File: src/rtl/conv_pkg.sv
// Types shared between the 3x3 window generator and the convolution stage.
// patch_t indexing is [row][col] of the window, matching input_patch[i][j].
package conv_pkg;

    localparam int PIX_W = 8;

    typedef logic [PIX_W-1:0]   pixel_t;
    typedef pixel_t [2:0][2:0]  patch_t;

endpackage

File: src/rtl/conv_line_buffer.sv
// One image row of pixel storage. The old entry is read combinationally at the
// same address that is written this cycle, so callers see the value before the write.
module conv_line_buffer #(
    parameter int DEPTH = 16,
    parameter int WIDTH = 8,
    localparam int AW   = (DEPTH > 1) ? $clog2(DEPTH) : 1
) (
    input  logic             clk_i,
    input  logic             we_i,
    input  logic [AW-1:0]    addr_i,
    input  logic [WIDTH-1:0] wdata_i,
    output logic [WIDTH-1:0] rdata_o
);

    // Contents are deliberately not reset: the first two rows of each frame prime them.
    logic [WIDTH-1:0] mem_q [DEPTH];

    always_ff @(posedge clk_i) begin
        if (we_i) begin
            mem_q[addr_i] <= wdata_i;
        end
    end

    assign rdata_o = mem_q[addr_i];

endmodule

File: src/rtl/conv_window_gen.sv
// Raster pixel stream in, every fully populated 3x3 window out ("valid" convolution).
// Two line buffers hold rows r-1 and r-2; a 3x3 shift register forms the window.
module conv_window_gen #(
    parameter int IMG_W = 16,
    parameter int IMG_H = 16,
    parameter int PIX_W = conv_pkg::PIX_W
) (
    input  logic                         clk,
    input  logic                         rst_n,
    input  logic [PIX_W-1:0]             pix_in,
    input  logic                         pix_valid,
    output logic                         pix_ready,
    output logic [2:0][2:0][PIX_W-1:0]   patch_out,
    output logic                         patch_valid,
    input  logic                         patch_ready,
    output logic                         frame_done
);

    localparam int COL_W = $clog2(IMG_W);
    localparam int ROW_W = $clog2(IMG_H);

    logic [COL_W-1:0]               col_q, col_d;
    logic [ROW_W-1:0]               row_q, row_d;
    logic [2:0][2:0][PIX_W-1:0]     win_q, win_d;
    logic [2:0][2:0][PIX_W-1:0]     patch_q, patch_d;
    logic                           patch_valid_q, patch_valid_d;
    logic                           frame_done_q, frame_done_d;
    logic                           accept, emit, last_col, last_row;
    logic [PIX_W-1:0]               lb0_rd, lb1_rd;

    // Ready depends only on the output register, never on pix_valid.
    assign pix_ready = !patch_valid_q || patch_ready;
    assign accept    = pix_valid && pix_ready;
    assign last_col  = (col_q == COL_W'(IMG_W - 1));
    assign last_row  = (row_q == ROW_W'(IMG_H - 1));
    assign emit      = accept && (row_q >= ROW_W'(2)) && (col_q >= COL_W'(2));

    conv_line_buffer #(.DEPTH(IMG_W), .WIDTH(PIX_W)) u_lb0 (
        .clk_i   (clk),
        .we_i    (accept),
        .addr_i  (col_q),
        .wdata_i (pix_in),
        .rdata_o (lb0_rd)
    );

    conv_line_buffer #(.DEPTH(IMG_W), .WIDTH(PIX_W)) u_lb1 (
        .clk_i   (clk),
        .we_i    (accept),
        .addr_i  (col_q),
        .wdata_i (lb0_rd),
        .rdata_o (lb1_rd)
    );

    always_comb begin
        col_d         = col_q;
        row_d         = row_q;
        win_d         = win_q;
        patch_d       = patch_q;
        patch_valid_d = patch_valid_q && !patch_ready;
        frame_done_d  = 1'b0;

        if (accept) begin
            for (int i = 0; i < 3; i++) begin
                win_d[i][0] = win_q[i][1];
                win_d[i][1] = win_q[i][2];
            end
            win_d[0][2] = lb1_rd;
            win_d[1][2] = lb0_rd;
            win_d[2][2] = pix_in;

            if (last_col) begin
                col_d = '0;
                if (last_row) begin
                    row_d        = '0;
                    frame_done_d = 1'b1;
                end else begin
                    row_d = row_q + ROW_W'(1);
                end
            end else begin
                col_d = col_q + COL_W'(1);
            end
        end

        // Loading on the same edge as a downstream handshake keeps 1 patch/cycle.
        if (emit) begin
            patch_d       = win_d;
            patch_valid_d = 1'b1;
        end
    end

    always_ff @(posedge clk) begin
        if (!rst_n) begin
            col_q         <= '0;
            row_q         <= '0;
            win_q         <= '0;
            patch_q       <= '0;
            patch_valid_q <= 1'b0;
            frame_done_q  <= 1'b0;
        end else begin
            col_q         <= col_d;
            row_q         <= row_d;
            win_q         <= win_d;
            patch_q       <= patch_d;
            patch_valid_q <= patch_valid_d;
            frame_done_q  <= frame_done_d;
        end
    end

    assign patch_out   = patch_q;
    assign patch_valid = patch_valid_q;
    assign frame_done  = frame_done_q;

endmodule
File: config.mk
export PLATFORM = sky130hd
export DESIGN_NAME = conv_window_gen
export DESIGN_NICKNAME = d
export VERILOG_FILES = /design/src/rtl/conv_pkg.sv /design/src/rtl/conv_line_buffer.sv /design/src/rtl/conv_window_gen.sv
export SDC_FILE = /design/constraint.sdc
export NUM_CORES = 1
export LEC_CHECK = 0
export ABC_AREA = 1
export ABC_CLOCK_PERIOD_IN_PS = 4400
export BUFFER_PORTS_ARGS = -buffer_cell sky130_fd_sc_hd__buf_2
export CAP_MARGIN = 20
export CORE_ASPECT_RATIO = 0.7
export CORE_MARGIN = 4
export CORE_UTILIZATION = 66
export DETAILED_ROUTE_END_ITERATION = 16
export PLACE_DENSITY = 0.93
export SETUP_SLACK_MARGIN = 0.2
export SLEW_MARGIN = 25
export SYNTH_ARGS = -nofsm -noshare
export SYNTH_HDL_FRONTEND = slang
export SYNTH_HIERARCHICAL = 1
export SYNTH_SLANG_ARGS = --single-unit
File: constraint.sdc
create_clock -name clk -period 4.4 [get_ports clk]
set_clock_uncertainty 0.2 [all_clocks]
set_input_delay 0.66 -clock clk [delete_from_list [all_inputs] [get_ports clk]]
set_output_delay 0.66 -clock clk [all_outputs]
set_load 0.05 [all_outputs]
Yosys cells after proc, flatten, opt, wreduce, memory -nomap -nowiden
Memory sizes are Yosys's and may differ from the RTL's. A register that Yosys moved wholly into a read port is not among the register bits.
Index checks and enable logic that the tools add are counted.
Operators by class
  equal/unequal tests: 2
  magnitude comparators: 2
  add/sub/neg operators: 2
  reductions and logical operators: 9
  multiplexer cells: 11
Operators with widths (number)
  72-bit 2-to-1 mux: 1
  4-bit 2-to-1 mux: 6
  4-bit by 1-bit adder with 4-bit output (second input constant): 2
  4-bit == test (second input constant): 2
  4-bit by 2-bit greater-or-equal comparator with 1-bit output (second input constant): 2
  1-bit logical AND: 4
  1-bit 2-to-1 mux: 4
  3-bit AND reduction: 1
  1-bit logical NOT: 2
  2-bit AND reduction: 1
  1-bit logical OR: 1
Storage, ports and cells
  register bits after elaboration: 154
  output and inout bits: 75
  logic and storage cells: 50
  bits of input ports: 12
  memories kept: 2
  RAM bits: 256
Memory list
  u_lb0.mem_q: depth 16, width 8, read ports 1, clocked after memory_dff 1, write ports 1, line conv_line_buffer.sv:16  | logic [WIDTH-1:0] mem_q [DEPTH];
  u_lb1.mem_q: depth 16, width 8, read ports 1, clocked after memory_dff 1, write ports 1, line conv_line_buffer.sv:16

Logic depth before layout (Yosys ltp)
  depth in word-level cells: 6
  depth in mapped cells: 15
  gate-level depth less buffers: 13

By module
The synthesis kept the hierarchy.
By module, submodules not included
  conv_line_buffer: cells an instance 540, area each 5432.7 µm², sequential area each 3843.7 µm², times used 2
  conv_window_gen: cells an instance 964, area each 6352.3 µm², sequential area each 3083.0 µm², times used 1

Least setup slack after synthesis
No wires, ideal clock.
  kind: in2reg
  start: input port patch_ready
  end: memory u_lb0.mem_q[3][0] (enable)
  path buffers: 1
  stages on the path: 5
  data arrival time: 1892 ps
  setup slack: 1937 ps
  library setup time: 370 ps
  required time: 3830 ps
  path through: inv_2 a21oi_2 clkbuf_1 nand3_1 nor2_1
On the way
  longest elaborated chain between the ends: 4
RTL lines
  from (decl): line conv_window_gen.sv:15  | input logic patch_ready,
  1-bit logical OR: line conv_window_gen.sv:32  | assign pix_ready = !patch_valid_q || patch_ready;
  1-bit logical AND: line conv_window_gen.sv:33  | assign accept = pix_valid && pix_ready;
  via accept: line conv_window_gen.sv:28  | logic accept, emit, last_col, last_row;
  1-bit 2-to-1 mux: line conv_line_buffer.sv:19  | if (we_i) begin
  1-bit 2-to-1 mux (implied by the code): line conv_line_buffer.sv:20  | mem_q[addr_i] <= wdata_i;
  to (decl): line conv_line_buffer.sv:16
The timed path passes the listed nets, and every way through them passes these cells.

Worst setup path in the final report
  start: register col_q[0]
  end: register patch_q (netlist bit patch_out[45])
On the way
  longest elaborated chain between the ends: 2
RTL lines
  from (decl): line conv_window_gen.sv:22  | logic [COL_W-1:0] col_q, col_d;
  from (signal assigned): line conv_window_gen.sv:100  | col_q <= col_d;
  4-bit by 2-bit greater-or-equal comparator with 1-bit output: line conv_window_gen.sv:36  | assign emit = accept && (row_q >= ROW_W'(2)) && (col_q >= COL_W'(2));
  1-bit logical AND: line conv_window_gen.sv:36
  to (signal assigned): line conv_window_gen.sv:103  | patch_q <= patch_d;
  to (decl): line conv_window_gen.sv:25  | logic [2:0][2:0][PIX_W-1:0] patch_q, patch_d;
No other way between the ends.
A chain may end at the register's enable or synchronous reset.

==> flow_summary.ini <==
[logic_synthesis]
syn-cell-area_mm2 = 0.0172
synth_top_flop_cell = edfxtp_1
async_flop_share_pct = 0
yosysMostFrequentCell = nand2_1
yosysWarnings = 6
synth_cells = 2044
synth_top_area_share_pct = 44.6
avgSynthCellArea_um2 = 8.42
yosys_register_bits = 410
synth_common_cells = 992 x nand2_1, 256 x edfxtp_1, 241 x inv_1
ys_types = 24
syn-num-nets = 2060
synth_edf_count = 256
synth.largest_area_cell = edfxtp_1
ys_seq_area_share_pct = 62.6
synth.area.top_cells = edfxtp_1 45%, nand2_1 22%, dfxtp_1 18%, inv_1 5.3%, nor2_1 4.1%

[run]
drv_cap = 0

[finish]
synthToLayoutAreaGrowth_pct = 10.5
finish.instance_area_mm2 = 0.0190
num-nets-final = 2116
antennaDiodeCount = 0
drive_gt1_share_pct = 8.14

[status]
status = completed

[critical_path]
critical_path_class = reg2reg
path_max_fanout = 66
cp_data_arrival_time_ns = 3.76
critPathLaunchType = register
end_kind = register
worstPathRequired_ns = 4.63

[die]
dieHeight_um = 143
ios = 87
core_mm2 = 0.0257
start_util_pct = 67.0
rows = 49
die_area_mm2 = 0.0288
die_x_um = 201

[detailed_routing]
wl_um = 42700
vias = 13696
firstDrtPassIters = 5
drc_errors = 0
avgViaCountPerCell = 5.57
route.antenna.remaining_nets = 0
first_iter_violations = 1807
wire_per_inst_um = 17.4

[clocking]
cts_buffers = 38
worstSkewPairLatency_ns = 0.53
clk_pin_slew_ns = 0.07
root_buffer = clkbuf_16
htreeDepth = 2
cts.sinks = 410
hold_buffers = 0
max-clock-path-buffers = 3
cts_resized = 0
post_cts_buffers = 0
cts_tree = yes

[sta]
tns_ns = 0
relSlewSlack_pct = 27.0
max_freq_mhz = 283
finalSetupViolCount = 0
slew_viol_final = 0
hold_viol = 0
fin_crit_sh_pct = 80.3
rsz0062_at_grt = false
tightest_slew_ns = 1.09
period_minus_slack_ns = 3.53

[place]
numPortBuffers = 86
placed_area_mm2 = 0.0178
dp_hpwl_um = 24800
gp_congestion = 0.864

[global_routing]
grt_usage_pct = 29.4
antenna_found_initial = 1
grt_pass1_vias = 13380
grt_pass1_wl_um = 67600
grt_start_max_net_pins = 87
grt-ovfl-total = 0

[power_and_ir_drop]
vdd_drop_max_mv = 0.323
p_leak_nw = 8.71
power_density_mw_per_mm2 = 427

[worst_hold_path]
hold_class = in2reg
-- through the flow --
stage	hold slack [ns]	worst slack, ns	std cells	power [mW]	utilization (%)
final	0.268	0.868	2457	8.13	74.1
after detailed placement	0.267	1.11	2391	4.90	69.2
after global routing	0.281	0.502	2457	8.39	74.1
after CTS	0.259	1.03	2457	8.12	74.0
after floorplan	0.251	1.94	2044	4.72	-
after global placement	0.261	1.25	2391	4.88	69.2
-- worst max-delay path: stages, from the launching register on --
cell and delay [ns]:
dfxtp_4 0.50, clkinv_2 0.76, nand2_1 0.33, nand2_1 0.08
nand2_1 0.09, nand2_1 0.06, nand2_1 0.06, nand2_1 0.09
inv_1 0.07, nand2_1 0.40, o21ai_0 0.47, nand2_1 0.12
nand2_1 0.08, nor2_1 0.06
-- report_power, final --
| part | switching (mW) | internal (mW) |
|---|---|---|
| Sequential | 0.0348 | 4.20 |
| Combinational | 0.484 | 0.143 |
| Clock | 1.37 | 1.90 |
-- layout make-up --
type / count / area (um^2)
Clock buffer: 59 / 1140
Clock inverter: 7 / 93.8
Fill cell: 1549 / 6660
Inverter: 247 / 931
Multi-Input combinational cell: 1298 / 5100
Sequential cell: 410 / 10800
Tap cell: 331 / 414
Timing Repair Buffer: 105 / 573
-- flip-flops by register name, indices dropped and copies added, names as in the netlist --
signal,count
patch_valid,1
row_q,4
u_lb0/mem_q,128
win_q,72
patch_out,72
frame_done,1
col_q,4
u_lb1/mem_q,128
-- worst paths after layout --
path | from | to | slack, ns | cells past startpoint
worst min-delay path | patch_ready | patch_valid | 0.27 | 4
worst max register to register | col_q[0] | patch_out[45] | 0.87 | 13
worst min register to register | win_q[48] | win_q[48] | 0.28 | 2
worst max-delay path | col_q[0] | patch_out[45] | 0.87 | 13
-- kinds of logic after synthesis --
group / count (synthesis) / synth area share, %
buf+inv: 336 / 7.96
flops: 410 / 62.6
simple gates: 1211 / 26.7
fa+ha+maj: 4 / 0.291
compound gates: 83 / 2.45
-- layer usage --
metal | part of all wire, % | wire, um | GRT usage [%]
met1 | 37 | 15800 | 38.5
met2 | 47 | 20000 | 47.7
met4 | 4.1 | 1760 | 13.1
met3 | 12 | 5110 | 6.74
met5 | 0.021 | 9 | 0
-- layout by cell type, fill, tap and decap left out, drive strengths merged --
cell type	Yosys	layout
a21oi	12	12
and2	8	8
buf	60	105
bufinv	0	2
clkbuf	29	59
clkinv	2	8
dfxtp	154	154
edfxtp	256	256
ha	4	4
inv	245	244
nand2	994	994
nand3	16	16
nor2	191	191
nor3	1	1
nor3b	1	1
o21ai	70	70
o21bai	1	1
(Power assumes the default switching activity.)
